[src/rtl/pwm_ramp_ctrl_pkg.sv]
// Shared types and constants for the PWM ramp sequencer and the PWM core.
// Optional fault handling is built in when PWM_RAMP_FAULT_EN is defined.
package pwm_pkg;

  localparam int PWM_DUTY_W = 8;
  localparam int PWM_DIV_W  = 16;

  typedef enum logic [2:0] {
    IDLE  = 3'd0,
    SLEW  = 3'd1,
    HOLD  = 3'd2,
    STOP  = 3'd3,
    FAULT = 3'd4
  } pwm_ramp_state_t;

  // FAULT shares the external code of STOP; the 2-bit debug port has no spare value.
  function automatic logic [1:0] state_code(input pwm_ramp_state_t s);
    logic [2:0] v;
    v = s;
    if (s == FAULT) return 2'd3;
    return v[1:0];
  endfunction

endpackage

[src/rtl/pwm_ramp_ctrl_tick.sv]
// Step-interval prescaler: tick fires when the count equals div, then restarts.
module pwm_ramp_tick #(
  parameter int DIV_W = 16
) (
  input  logic             clk,
  input  logic             rst,
  input  logic             clr,
  input  logic [DIV_W-1:0] div,
  output logic             tick
);

  logic [DIV_W-1:0] cnt_q, cnt_d;

  // div is compared live; a shrinking div lets the count run to wrap.
  assign tick  = (cnt_q == div);
  assign cnt_d = (clr || tick) ? '0 : cnt_q + 1'b1;

  always_ff @(posedge clk) begin
    if (rst) cnt_q <= '0;
    else     cnt_q <= cnt_d;
  end

endmodule

[src/rtl/pwm_ramp_ctrl.sv]
// Soft-start / soft-stop / rate-limited duty sequencer for the 3-phase PWM core.
// Define PWM_RAMP_FAULT_EN to add the synchronised fault input and FAULT state.
module pwm_ramp_ctrl
  import pwm_pkg::*;
#(
  parameter int DUTY_W = PWM_DUTY_W,
  parameter int DIV_W  = PWM_DIV_W
) (
  input  logic              wb_clk_i,
  input  logic              wb_rst_i,
  input  logic              start_i,
  input  logic              stop_i,
  input  logic [DUTY_W-1:0] target_i,
  input  logic [DUTY_W-1:0] step_i,
  input  logic [DIV_W-1:0]  div_i,
`ifdef PWM_RAMP_FAULT_EN
  input  logic              fault_i,
  input  logic              fault_clr_i,
  output logic              fault_o,
`endif
  output logic              en_o,
  output logic [DUTY_W-1:0] duty_o,
  output logic              busy_o,
  output logic              at_target_o,
  output logic [1:0]        state_o
);

  pwm_ramp_state_t   state_q, state_d;
  logic              en_q, en_d;
  logic [DUTY_W-1:0] duty_q, duty_d;
  logic              busy_q, busy_d;
  logic              at_q, at_d;
  logic              tick, cnt_clr, run_req;
  logic [DUTY_W-1:0] step_eff, slew_next, stop_next;
  logic [DUTY_W:0]   up_sum, dn_diff;

`ifdef PWM_RAMP_FAULT_EN
  logic fault_meta_q, fault_sync_q, fault_q, fault_d;

  always_ff @(posedge wb_clk_i) begin
    if (wb_rst_i) begin
      fault_meta_q <= 1'b0;
      fault_sync_q <= 1'b0;
      fault_q      <= 1'b0;
    end else begin
      fault_meta_q <= fault_i;
      fault_sync_q <= fault_meta_q;
      fault_q      <= fault_d;
    end
  end

  assign fault_o = fault_q;
`endif

  assign run_req  = start_i & ~stop_i;
  assign step_eff = (step_i == '0) ? DUTY_W'(1) : step_i;
  assign up_sum   = {1'b0, duty_q} + {1'b0, step_eff};
  assign dn_diff  = {1'b0, duty_q} - {1'b0, step_eff};

  // Extra MSB catches overflow/underflow so steps clamp instead of wrapping.
  always_comb begin
    slew_next = duty_q;
    if (duty_q < target_i) begin
      slew_next = (up_sum >= {1'b0, target_i}) ? target_i : up_sum[DUTY_W-1:0];
    end else if (duty_q > target_i) begin
      slew_next = (dn_diff[DUTY_W] || (dn_diff[DUTY_W-1:0] < target_i))
                  ? target_i : dn_diff[DUTY_W-1:0];
    end
    stop_next = dn_diff[DUTY_W] ? '0 : dn_diff[DUTY_W-1:0];
  end

  always_comb begin
    state_d = state_q;
    duty_d  = duty_q;
    en_d    = en_q;
    unique case (state_q)
      IDLE: begin
        en_d   = 1'b0;
        duty_d = '0;
        if (run_req) begin
          state_d = SLEW;
          en_d    = 1'b1;
        end
      end
      SLEW: begin
        en_d = 1'b1;
        if (stop_i) begin
          state_d = STOP;
        end else begin
          if (tick) duty_d = slew_next;
          if (duty_d == target_i) state_d = HOLD;
        end
      end
      HOLD: begin
        en_d = 1'b1;
        if (stop_i)                  state_d = STOP;
        else if (target_i != duty_q) state_d = SLEW;
      end
      STOP: begin
        en_d = 1'b1;
        if (run_req) begin
          state_d = SLEW;
        end else begin
          if (tick) duty_d = stop_next;
          if (duty_d == '0) begin
            state_d = IDLE;
            en_d    = 1'b0;
          end
        end
      end
      FAULT: begin
        en_d   = 1'b0;
        duty_d = '0;
`ifdef PWM_RAMP_FAULT_EN
        if (fault_clr_i && !fault_sync_q) state_d = IDLE;
`else
        state_d = IDLE;
`endif
      end
      default: begin
        state_d = IDLE;
        en_d    = 1'b0;
        duty_d  = '0;
      end
    endcase
`ifdef PWM_RAMP_FAULT_EN
    if (fault_sync_q) begin
      state_d = FAULT;
      en_d    = 1'b0;
      duty_d  = '0;
    end
    fault_d = (state_d == FAULT);
`endif
    busy_d  = (state_d != IDLE);
    at_d    = (state_d == HOLD);
    // Prescaler restarts on every state change and is held outside SLEW/STOP.
    cnt_clr = (state_d != state_q) || !((state_q == SLEW) || (state_q == STOP));
  end

  pwm_ramp_tick #(.DIV_W(DIV_W)) u_tick (
    .clk  (wb_clk_i),
    .rst  (wb_rst_i),
    .clr  (cnt_clr),
    .div  (div_i),
    .tick (tick)
  );

  always_ff @(posedge wb_clk_i) begin
    if (wb_rst_i) begin
      state_q <= IDLE;
      en_q    <= 1'b0;
      duty_q  <= '0;
      busy_q  <= 1'b0;
      at_q    <= 1'b0;
    end else begin
      state_q <= state_d;
      en_q    <= en_d;
      duty_q  <= duty_d;
      busy_q  <= busy_d;
      at_q    <= at_d;
    end
  end

  assign en_o        = en_q;
  assign duty_o      = duty_q;
  assign busy_o      = busy_q;
  assign at_target_o = at_q;
  assign state_o     = state_code(state_q);

endmodule
[config.mk]
export PLATFORM = sky130hd
export DESIGN_NAME = pwm_ramp_ctrl
export DESIGN_NICKNAME = d
export VERILOG_FILES = /design/src/rtl/pwm_ramp_ctrl_pkg.sv /design/src/rtl/pwm_ramp_ctrl_tick.sv /design/src/rtl/pwm_ramp_ctrl.sv
export SDC_FILE = /design/constraint.sdc
export NUM_CORES = 1
export LEC_CHECK = 0
export CAP_MARGIN = 20
export CORE_MARGIN = 3
export CORE_UTILIZATION = 58
export DETAILED_ROUTE_END_ITERATION = 10
export GPL_TIMING_DRIVEN = 0
export PLACE_DENSITY_LB_ADDON = 0.1
export SLEW_MARGIN = 5
export SYNTH_ARGS = -nofsm -noshare
export SYNTH_HDL_FRONTEND = slang
export SYNTH_SLANG_ARGS = --single-unit
[constraint.sdc]
create_clock -name wb_clk_i -period 7.8 [get_ports wb_clk_i]
set_clock_uncertainty 0.1 [all_clocks]
set_input_delay 1.95 -clock wb_clk_i [delete_from_list [all_inputs] [get_ports wb_clk_i]]
set_output_delay 1.95 -clock wb_clk_i [all_outputs]
set_load 0.01 [all_outputs]
==> results.json <==
{
  "yosys.area.top_type": "dfxtp_1",
  "viasPerCell": 6.70,
  "endpoint": "at_target_o",
  "synth_cells": 561,
  "num_antenna_cells": 0,
  "p_leak_nw": 1.90,
  "pin_count": 49,
  "crit_start": "step_i[6]",
  "antenna_found_initial": 0,
  "setup_ws_ns": 0.182,
  "pwr-share-seq": 0.365,
  "grt_usage": 0.348,
  "crit_fanout": 7,
  "reg2reg_to": "at_target_o",
  "drt-pass1-iter-count": 8,
  "cts_buffer_depth": 2,
  "fin_nets": 692,
  "die_y_um": 90.3,
  "status": "finished clean",
  "fin_cells": 710,
  "cts_made_buffers": 5,
  "period_share": 0.977,
  "drt_iter0_markers": 605,
  "critPathSlowestCell": "a2111o_1",
  "worstHoldStart": "u_tick.cnt_q[4]",
  "place.port_buffers": 45,
  "yosys_warnings": 0,
  "cts_tree": "done",
  "fill_cells": 582,
  "ys_async_sr_fraction": 0,
  "r2r_cells": 18,
  "grt_pass1_vias": 4409,
  "final_cell_mix": "53 x a21oi_1, 46 x nor2_1, 45 x clkdlybuf4s50_1",
  "drive_gt1_frac": 0.0668,
  "ys_ff_latch": 30,
  "syn_to_final_growth_pct": 16.3,
  "min_period_ns": 7.62,
  "start_util": 0.603,
  "syn_area_um2": 4120,
  "clock_power_share": 0.310,
  "synth_edf_count": 0,
  "p_sw_frac": 0.332,
  "required_ns": 7.88,
  "num_rows": 30,
  "clk_latency_ns": 0.28,
  "cts_setup_buffers": 0,
  "dp.cells": 702,
  "syn-num-nets": 640,
  "route.detailed.drc": 0,
  "clock-sinks": 30,
  "r2r-start": "duty_o[0]",
  "internal_power_mw": 0.283,
  "drt_wl_total_um": 14400,
  "dieWidth_um": 90.3,
  "worstPathCellList": "clkdlybuf4s50_1 -> nor4_1 -> a41o_1 -> ha_1 -> inv_1 -> fa_1 -> a21o_1 -> a21oi_1 -> xor2_2 -> inv_1 -> ha_1 -> or4_1 -> a21oi_2 -> o21a_1 -> nor2_2 -> and4_1 -> nor4_1 -> o221ai_1 -> a2111o_1 -> a2111oi_2",
  "wl_per_cell_um": 20.3,
  "yosys_most_used_dff": "dfxtp_1",
  "core_um2": 6830,
  "synth-seq-area-share": 0.146,
  "setup_violations": 0,
  "ff2ff_setup_slack_ns": 2.42,
  "grt_max_degree": 11,
  "slew_viol_final": 0,
  "critPathLaunchType": "input pin",
  "grt_pass1_wl_um": 23000,
  "dieArea_um2": 8150,
  "holdCritPathClass": "reg2reg",
  "clk_pin_slew_ns": 0.07,
  "rsz0062_at_grt": "no",
  "crit_type": "in2reg",
  "cp_slowest_stage_delay_ns": 0.50,
  "timing.fmax_mhz": 131,
  "switchingPower_mw": 0.140,
  "dp_slack_ns": -0.0296,
  "htreeDepth": 2,
  "finalPower_mw": 0.423,
  "gr-total-overflow": 0,
  "drv_cap": 0,
  "netlist.area_leader.share": 0.146,
  "relSlewSlack": 0.387,
  "cts_root_buf": "clkbuf_8",
  "gp_congestion": 1.01,
  "finalHoldViolCount": 0,
  "num_vias": 4754,
  "synth_area_leaders": "dfxtp_1 15%, ha_1 12%, a21oi_1 6.4%, xor2_1 6.0%, nor2_1 4.2%",
  "ys_types": 75,
  "final_common_cell": "a21oi_1",
  "crit_arrival_ns": 7.70,
  "tightestPinTransition_ns": 0.916,
  "postSynthAreaPerCell_um2": 7.34,
  "comb_power_share": 0.325,
  "power.density_nw_per_um2": 88.4,
  "ir_worst_vdd_mv": 0.112,
  "worstSetupEndpointType": "flop",
  "dp_hpwl_um": 11200,
  "drtAntennaViolNets": 0
}
==> flip-flops by register name, summed over array words and instances, names as in the netlist <==
name          flops
state_q           3
en_o              1
u_tick.cnt_q     16
at_target_o       1
busy_o            1
duty_o            8
==> cell usage after synthesis (all sizes together) (13+ instances only) <==
| library cell | instances |
|---|---|
| xor2 | 28 |
| a21oi | 56 |
| nand3 | 23 |
| nor2 | 47 |
| clkbuf | 19 |
| xnor2 | 15 |
| inv | 35 |
| a211oi | 13 |
| ha | 41 |
| a21o | 15 |
| o21ai | 26 |
| dfxtp | 30 |
| nand2 | 34 |
==> power groups by stage <==
stage          combinational [mW]  sequential (mW)  clock [mW]
2_1_floorplan              0.0818            0.158           0
4_1_cts                     0.133            0.155       0.131
5_1_grt                     0.148            0.155       0.138
6_report                    0.137            0.155       0.131
3_5_place_dp                0.132            0.158           0
3_3_place_gp                0.128            0.158           0
==> metrics by stage <==
| step | setup TNS (ns) | area (um^2) | hold slack, ns | utilization |
|---|---|---|---|---|
| 2_1_floorplan | 0 | 4120 | 0.386 | - |
| 3_3_place_gp | 0 | 4690 | 0.427 | 0.686 |
| 3_5_place_dp | -0.0296 | 4690 | 0.449 | 0.686 |
| 4_1_cts | 0 | 4780 | 0.482 | 0.700 |
| 5_1_grt | 0 | 4790 | 0.493 | 0.701 |
| 6_report | 0 | 4790 | 0.480 | 0.701 |
==> layout make-up <==
class | instances | area, um^2 | area share
Buffer | 30 | 139 | 0.0290
Clock buffer | 7 | 86.3 | 0.0180
Clock inverter | 1 | 5.00 | 0.00105
Inverter | 35 | 131 | 0.0274
Multi-Input combinational cell | 466 | 3260 | 0.680
Sequential cell | 30 | 601 | 0.125
Tap cell | 96 | 120 | 0.0251
Timing Repair Buffer | 45 | 450 | 0.0941
==> metal layers <==
| layer | track usage | vias up | part of all wire |
|---|---|---|---|
| met3 | 0.0925 | 63 | 0.13 |
| li1 | - | 2184 | - |
| met2 | 0.563 | 333 | 0.45 |
| met1 | 0.441 | 2174 | 0.38 |
| met5 | 0 | - | 0 |
| met4 | 0.135 | 0 | 0.043 |
==> worst min-delay path by stage <==
stage	end	slack (ns)	cells past startpoint
4_1_cts	u_tick.cnt_q[4]	0.48	2
6_report	u_tick.cnt_q[4]	0.48	2
5_1_grt	u_tick.cnt_q[15]	0.49	2
3_5_place_dp	u_tick.cnt_q[0]	0.45	1
3_3_place_gp	u_tick.cnt_q[0]	0.43	1
2_1_floorplan	u_tick.cnt_q[0]	0.39	1
==> critical path, delay by kind of cell <==
family / cells / cell delay, ns
compound gates: 8 / 2.33
simple gates: 5 / 1.50
fa+ha+maj: 3 / 0.84
buf+inv: 3 / 0.71
xor+xnor: 1 / 0.35
==> kinds of logic after synthesis <==
family,synth area share
AO/OA/AOI/OAI,0.316
multiplexers,0.00790
AND/OR/NAND/NOR,0.237
buffers and inverters,0.0656
flip-flops,0.146
other,0.000910
XOR/XNOR,0.0933
adder cells (fa/ha/maj),0.134
==> timing repair <==
item,CTS,global route
resized for setup,0,1
hold buffers,0,0
setup endpoints to repair,0,11
Note: power is estimated with default switching activity, not from simulation.
